File: src/rtl/uart_tx_arbiter.sv
// Round-robin arbiter sharing one UART transmitter among NUM_REQ byte requesters.
// Grants one byte per frame, launches it, and tracks the UART busy handshake with a start timeout.
module uart_tx_arbiter #(
    parameter int unsigned DATA_WIDTH    = 8,
    parameter int unsigned NUM_REQ       = 4,
    parameter int unsigned START_TIMEOUT = 4
) (
    input  logic                            CLK,
    input  logic                            RST,
    input  logic [NUM_REQ-1:0]              REQ,
    input  logic [NUM_REQ*DATA_WIDTH-1:0]   REQ_DATA,
    output logic [NUM_REQ-1:0]              GNT,
    output logic [DATA_WIDTH-1:0]           TX_P_DATA,
    output logic                            TX_DATA_VALID,
    input  logic                            TX_BUSY,
    output logic [$clog2(NUM_REQ)-1:0]      CUR_ID,
    output logic                            ARB_BUSY,
    output logic                            TIMEOUT_ERR
);

    localparam int unsigned ID_W  = $clog2(NUM_REQ);
    localparam int unsigned CNT_W = $clog2(START_TIMEOUT + 1);

    typedef enum logic [1:0] {
        IDLE,
        SEND,
        WAIT_START,
        WAIT_END
    } state_e;

    state_e                 state_q, state_d;
    logic [DATA_WIDTH-1:0]  data_q, data_d;
    logic [ID_W-1:0]        cur_id_q, cur_id_d;
    logic [ID_W-1:0]        last_id_q, last_id_d;
    logic [CNT_W-1:0]       cnt_q, cnt_d;
    logic                   tx_valid_q, tx_valid_d;
    logic                   arb_busy_q, arb_busy_d;
    logic                   timeout_q, timeout_d;
    logic                   arb_en_q;
    logic [NUM_REQ-1:0]     gnt_c;

    logic                   win_found;
    logic [ID_W-1:0]        win_id;
    logic [ID_W-1:0]        cand;

    // Round-robin search starting just after the last served requester
    always_comb begin
        win_found = 1'b0;
        win_id    = '0;
        cand      = '0;
        for (int unsigned i = 0; i < NUM_REQ; i++) begin
            cand = ID_W'((32'(last_id_q) + 32'd1 + i) % NUM_REQ);
            if (!win_found && REQ[cand]) begin
                win_found = 1'b1;
                win_id    = cand;
            end
        end
    end

    // Next-state and output decode; GNT is the combinational capture strobe of the IDLE cycle
    always_comb begin
        state_d   = state_q;
        data_d    = data_q;
        cur_id_d  = cur_id_q;
        last_id_d = last_id_q;
        cnt_d     = '0;
        timeout_d = 1'b0;
        gnt_c     = '0;

        case (state_q)
            IDLE: begin
                if (arb_en_q && !TX_BUSY && win_found) begin
                    gnt_c[win_id] = 1'b1;
                    data_d        = REQ_DATA[32'(win_id)*DATA_WIDTH +: DATA_WIDTH];
                    cur_id_d      = win_id;
                    last_id_d     = win_id;
                    state_d       = SEND;
                end
            end
            SEND: begin
                state_d = WAIT_START;
            end
            WAIT_START: begin
                if (TX_BUSY) begin
                    state_d = WAIT_END;
                end else if (cnt_q + CNT_W'(1) == CNT_W'(START_TIMEOUT)) begin
                    timeout_d = 1'b1;
                    state_d   = IDLE;
                end else begin
                    cnt_d = cnt_q + CNT_W'(1);
                end
            end
            WAIT_END: begin
                if (!TX_BUSY) begin
                    state_d = IDLE;
                end
            end
            default: begin
                state_d = IDLE;
            end
        endcase

        tx_valid_d = (state_d == SEND);
        arb_busy_d = (state_d != IDLE);
    end

    // arb_en_q holds off arbitration until the first clock edge after reset release
    always_ff @(posedge CLK or negedge RST) begin
        if (!RST) begin
            state_q    <= IDLE;
            data_q     <= '0;
            cur_id_q   <= '0;
            last_id_q  <= ID_W'(NUM_REQ - 1);
            cnt_q      <= '0;
            tx_valid_q <= 1'b0;
            arb_busy_q <= 1'b0;
            timeout_q  <= 1'b0;
            arb_en_q   <= 1'b0;
        end else begin
            state_q    <= state_d;
            data_q     <= data_d;
            cur_id_q   <= cur_id_d;
            last_id_q  <= last_id_d;
            cnt_q      <= cnt_d;
            tx_valid_q <= tx_valid_d;
            arb_busy_q <= arb_busy_d;
            timeout_q  <= timeout_d;
            arb_en_q   <= 1'b1;
        end
    end

    assign GNT           = gnt_c;
    assign TX_P_DATA     = data_q;
    assign TX_DATA_VALID = tx_valid_q;
    assign CUR_ID        = cur_id_q;
    assign ARB_BUSY      = arb_busy_q;
    assign TIMEOUT_ERR   = timeout_q;

endmodule

File: config.mk
export PLATFORM = sky130hd
export DESIGN_NAME = uart_tx_arbiter
export DESIGN_NICKNAME = d
export VERILOG_FILES = /design/src/rtl/uart_tx_arbiter.sv
export SDC_FILE = /design/constraint.sdc
export NUM_CORES = 1
export LEC_CHECK = 0
export CORE_MARGIN = 1
export CORE_UTILIZATION = 35
export CTS_BUF_LIST = sky130_fd_sc_hd__clkbuf_8
export DETAILED_ROUTE_END_ITERATION = 16
export PLACE_DENSITY = 0.8
export SETUP_SLACK_MARGIN = 0.02
export SLEW_MARGIN = 20
export SYNTH_ARGS = -nofsm -noshare
export SYNTH_HDL_FRONTEND = slang
export SYNTH_SLANG_ARGS = --single-unit
File: constraint.sdc
create_clock -name CLK -period 4.42 [get_ports CLK]
set_input_delay 1.326 -clock CLK [delete_from_list [all_inputs] [get_ports CLK]]
set_output_delay 1.326 -clock CLK [all_outputs]
set_load 0.02 [all_outputs]
==> qor.yml, run 1 <==
num_rows: 22
synth_nets: 169
maxCapViolCount: 0
synth.avg_cell_area_um2: 10.6
totalPowerFinal_mw: 0.987
postRouteAntennaNets: 0
grt_antenna_before_repair: 0
synthTopCellsByCount: "dfrtp_1, nand2_1, nor2_1"
netlist_area_um2: 1350
synth_top_area_share_pct: 35.2
synth_seq_cells: 21
grt_pass1_vias: 1262
finalSetupViolCount: 0
finalClockSkew_ps: 1.10
htreeDepth: 1
cp_max_fo: 4
clk_latency_ps: 260
synth_area_leaders: "dfrtp_1, a21bo_4, o211ai_2, mux2i_1, o31ai_1"
synth_most_common_cell: "dfrtp_1"
wl_per_cell_um: 13.7
port_buffers: 55
grt_overflow: 0
arrival_ps: 3000
place_congestion: 0.805
cts.path.max_buffers: 2
ys_async_sr_fraction_pct: 100
cts_tree: "done"
r2r-start: "last_id_q[0]"
cts_root_buffer: "clkbuf_8"
grt_max_degree: 22
drv_slew: 0
powerDensity_nw_per_um2: 469
fin_nets: 242
tightestPinTransition_ps: 937
fin_crit_sh_pct: 97.8
yosysWarnings: 0
start_kind: "input port"
drc: 0
hold_viol: 0
grtUsageTotal_pct: 17.7
seqPwrFrac_pct: 33.0
pwr-share-clk_pct: 13.2
p_comb_share_pct: 53.8
dpl_cell_area_um2: 2060
holdPathEnd: "cnt_q[0]"
syn2layout_area_growth_pct: 55.9
syn_inst: 127
ctsHoldBuffers: 0
ys_seq_area_share_pct: 39.1
synth_top_area_cell: "dfrtp_1"
r2r_slack_ps: 2620
min_period_ps: 4320
drt-initial-drc-count: 28
drive_gt1_share_pct: 24.1
switching_share_pct: 39.2
die_area_um2: 4110
grt_setup_unrepaired: "false"
reg2reg_to: "TX_P_DATA[6]"
coreArea_um2: 3690
cts-buffers-inserted: 3
critical_path_class: "in -> out"
p_leak_nw: 0.952
synth_ff_type: "dfrtp_1"
drt_pass1_iterations: 4
p_int_mw: 0.600
pin_count: 56
synth_edf_count: 0
hold_path_class: "reg -> reg"
fmax_mhz: 231
routed_wl_um: 3390
ys_types: 38
min_path_cells: 1
ir_worst_vdd_mv: 0.252
cts_sinks: 21
final.fill_count: 322
initial_core_util_pct: 36.6
slew_headroom_pct: 37.4
r2r_cells: 7
die_x_um: 64.1
hold_start: "cnt_q[0]"
status: "completed"
tns_ps: 0
place_hpwl_um: 2670
routed_via_density: 5.00
grt_pass1_wl_um: 5660
end_kind: "output pin"
p_sw_mw: 0.387
required_ps: 3090
clk_pin_slew_ps: 80
fin_util_pct: 57.1
n_antenna_cell: 0
die_y_um: 64.1
design_area_um2: 2100
vias: 1234
-- sequential cells by signal (all words and copies together), names as in the netlist --
name / count
TX_DATA_VALID: 1
cnt_q: 3
state_q: 2
TIMEOUT_ERR: 1
CUR_ID: 2
TX_P_DATA: 8
last_id_q: 2
ARB_BUSY: 1
arb_en_q: 1
-- what timing repair did --
action,4_1_cts,5_1_grt
setup buffers,0,0
hold endpoints to repair,0,0
endpoints found under the setup margin,4,1
resized for setup,4,1
-- worst max-delay path, stage by stage --
cell	delay [ps]
clkdlybuf4s50_1	430
or4_1	560
nand4b_2	170
inv_2	70
nand2_4	60
nor2_1	50
dlygate4sd2_1	320
-- power by group through the flow --
stage / logic (mW) / registers, mW / clock network, mW
after floorplan: 0.263 / 0.374 / 0
final: 0.531 / 0.326 / 0.130
after detailed placement: 0.535 / 0.329 / 0
after global placement: 0.524 / 0.327 / 0
after CTS: 0.535 / 0.327 / 0.132
after global routing: 0.574 / 0.336 / 0.140
-- layout make-up --
type	instances	area, um^2	area share (%)
multi-input cells	96	759	36.1
repair buffers	75	697	33.1
flip-flops and latches	21	528	25.1
well taps	48	60.1	2.85
clock buffers	3	41.3	1.96
inverters	3	11.3	0.535
clock inverters	1	7.51	0.357
-- metal layers --
layer  wire length (um)  global-route usage, %
met1               1570                   23.0
met2               1640                   30.1
met3                119                   2.32
met4                 61                   5.83
met5                  0                      0
-- how the worst max path moves through the flow --
stage | startpoint | end | slack (ps) | cells past startpoint
2_1_floorplan | REQ[1] | GNT[2] | 590 | 4
3_3_place_gp | REQ[1] | GNT[3] | -130 | 8
3_5_place_dp | REQ[1] | GNT[3] | -150 | 8
4_1_cts | REQ[0] | GNT[3] | 70 | 6
5_1_grt | REQ[1] | GNT[3] | 20 | 8
6_report | REQ[1] | GNT[1] | 100 | 7
-- layout by cell type (no fill, tap or decap), types with 4 or more instances in the layout --
master           instances
clkdlybuf4s50_1         51
buf_4                   20
dfrtp_1                 19
nor2_1                  11
nand2_1                 11
mux2i_1                  8
nand4_1                  8
o31ai_1                  8
a21bo_4                  7
o211ai_2                 7
a21o_1                   4
-- stage by stage --
| step | setup slack [ps] | cells | hold slack, ps |
|---|---|---|---|
| final | 98.1 | 247 | 446 |
| after global routing | 24.7 | 247 | 480 |
| after CTS | 67.3 | 247 | 456 |
| after detailed placement | -152 | 243 | 444 |
| after global placement | -134 | 243 | 428 |
| after floorplan | 589 | 127 | 412 |
-- cells by family after synthesis --
kind of cell | synth area share (%)
flops | 39.1
simple gates | 19.4
mux | 5.93
other cells | 0.278
buf+inv | 4.63
fa+ha+maj | 2.78
compound gates | 27.9
(Power assumes the default switching activity.)
==> inputs of run 2 (changes only) <==
Settings changed: CORE_UTILIZATION 35 to 47, PLACE_DENSITY 0.8 to 0.95, SLEW_MARGIN 20 to not set.
==> run 2 against run 1 <==
Register-to-register slack worse by 120 ps. Total power up 4.0%. Cell count down 7.3%. Clock power about the same. Die area down 25%. Critical path type unchanged. Critical endpoint unchanged.
==> qor.yml, run 2 (synthesized netlist as in run 1, its figures left out) <==
critPathBufInv: 3  # unchanged
drt_pass1_iterations: 4  # unchanged
coreArea_um2: 2730  # -26%
port_buffers: 55  # unchanged
routed_wl_um: 4400  # +30%
die_area_um2: 3090  # -25%
final_cell_mix: "clkdlybuf4s50_1, dfrtp_1, buf_4, nor2_1, nand2_1"
drc: 0  # unchanged
grt_pass1_vias: 1423  # +13%
seq_area_um2: 528  # unchanged
clk_pin_slew_ps: 80  # about the same
cts_root_buffer: "clkbuf_8"
mostFrequentLayoutCell: "clkdlybuf4s50_1"
cts-buffers-inserted: 3  # unchanged
die_y_um: 55.6  # -13%
fin_crit_sh_pct: 98.8  # +1.1 points
cts.path.max_buffers: 2  # unchanged
num_rows: 19  # -14%
drt-initial-drc-count: 98  # +250%
tns_ps: 0  # unchanged
end_kind: "output pin"
drv_slew: 0  # unchanged
status: "completed"
grtUsageTotal_pct: 28.2  # +11 points
largest_reg_flops: 8  # unchanged
grt_antenna_before_repair: 0  # unchanged
pin_count: 56  # unchanged
routed_via_density: 5.95  # +19%
fin_nets: 241  # -0.41%
ir_worst_vdd_mv: 0.384  # +52%
arrival_ps: 3040  # +40 ps
crit_path_top_delay_cell: "clkdlybuf4s50_1"
hold_path_class: "reg -> reg"
critPathTopFamily: "buffers and inverters"
place_congestion: 0.853  # +5.9%
drive_gt1_share_pct: 25.3  # +1.1 points
slew_headroom_pct: 35.7  # -1.6 points
r2r_cells: 7  # unchanged
r2r_slack_ps: 2500  # -120 ps
setup.worst_path.end: "GNT[1]"
p_leak_nw: 0.962  # +1.0%
critical_path_class: "in -> out"
vias: 1362  # +10%
critPathLaunch: "REQ[1]"
fin_ws_ps: 51.3  # -46.8 ps
fmax_mhz: 229  # -1.1%
tightestPinTransition_ps: 961  # +24.5 ps
grt_overflow: 0  # unchanged
post_cts_buffers: 0  # unchanged
required_ps: 3090  # about the same
initial_core_util_pct: 49.4  # +13 points
die_x_um: 55.6  # -13%
r2r-start: "last_id_q[0]"
cts_sinks: 21  # unchanged
min_period_ps: 4370  # +46.8 ps
fin_util_pct: 76.3  # +19 points
path_depth: 8  # +1
wl_per_cell_um: 19.2  # +40%
finalClockSkew_ps: 1.93  # +0.833 ps
hold_slack_ps: 456  # +10.3 ps
dpl_worst_slack_ps: -206  # -53.1 ps
n_antenna_cell: 0  # unchanged
powerDensity_nw_per_um2: 492  # +4.9%
hold_viol: 0  # unchanged
syn2layout_area_growth_pct: 54.6
finalSetupViolCount: 0  # unchanged
final.fill_count: 153  # -52%
postRouteAntennaNets: 0  # unchanged
dp.cells: 225  # -7.4%
final_cells: 229  # -7.3%
place_hpwl_um: 3130  # +17%
reg2reg_to: "TX_P_DATA[4]"
grt_max_degree: 22  # unchanged
maxCapViolCount: 0  # unchanged
cts_tree: "done"
worst_path_largest_cell_delay_ps: 480  # -80 ps
start_kind: "input port"
path_cells: "clkdlybuf4s50_1 > buf_4 > nand2b_1 > o22ai_2 > a21o_1 > nand2_4 > nor2_1 > dlygate4sd2_1"
cp_max_fo: 4  # unchanged
htreeDepth: 1  # unchanged
grt_pass1_wl_um: 6660  # +18%
multiInputGateArea_um2: 778  # +2.5%
clk_latency_ps: 270  # about the same
## run 2: cell count changes in the layout (fill, tap and decap cells not counted), sizes merged
| cell | change |
|---|---|
| clkdlybuf4s15 | -1 |
| clkinvlp | -1 |
| clkbuf | +1 |
| buf | -1 |
| clkinv | +1 |
## run 2: metrics by stage
step                      area [um^2]  power (mW)
final                            2090        1.03
after global placement           2030       0.841
after CTS                        2080        1.01
after global routing             2090        1.07
after detailed placement         2030       0.871
after floorplan                  1350       0.638
## run 2: cell type report
type	count	area share [%]
Clock buffer	3	1.98
Clock inverter	1	0.240
Inverter	3	0.540
Multi-Input combinational cell	96	37.3
Sequential cell	21	25.3
Tap cell	31	1.86
Timing Repair Buffer	74	32.8
## run 2: what timing repair did
| action | 4_1_cts | 5_1_grt |
|---|---|---|
| hold buffers | 0 | 0 |
| resized for setup | 5 | 5 |
| endpoints found under the setup margin | 4 | 3 |
## run 2: worst min path at each step
stage | cells past startpoint | start | to | slack [ps]
final | 1 | cnt_q[0] | cnt_q[0] | 460
after detailed placement | 1 | cnt_q[0] | cnt_q[0] | 440
after global placement | 1 | cnt_q[0] | cnt_q[0] | 430
after CTS | 1 | cnt_q[0] | cnt_q[0] | 460
after global routing | 1 | cnt_q[0] | cnt_q[0] | 490
after floorplan | 1 | cnt_q[0] | cnt_q[0] | 410
## run 2: power breakdown
part | internal (mW) | switching (mW) | total (mW)
Combinational | 0.266 | 0.295 | 0.561
Sequential | 0.271 | 0.0652 | 0.336
Clock | 0.0630 | 0.0673 | 0.130
## run 2: metal layers
| layer | share of wire [%] | GRT usage (%) | vias to the layer above | wire (um) |
|---|---|---|---|---|
| met4 | 3.3 | 11.1 | 0 | 146 |
| met5 | 0 | 0 | - | 0 |
| met1 | 37 | 33.9 | 648 | 1630 |
| met3 | 8.0 | 6.74 | 19 | 352 |
| met2 | 52 | 48.5 | 85 | 2270 |
| li1 | - | - | 610 | - |
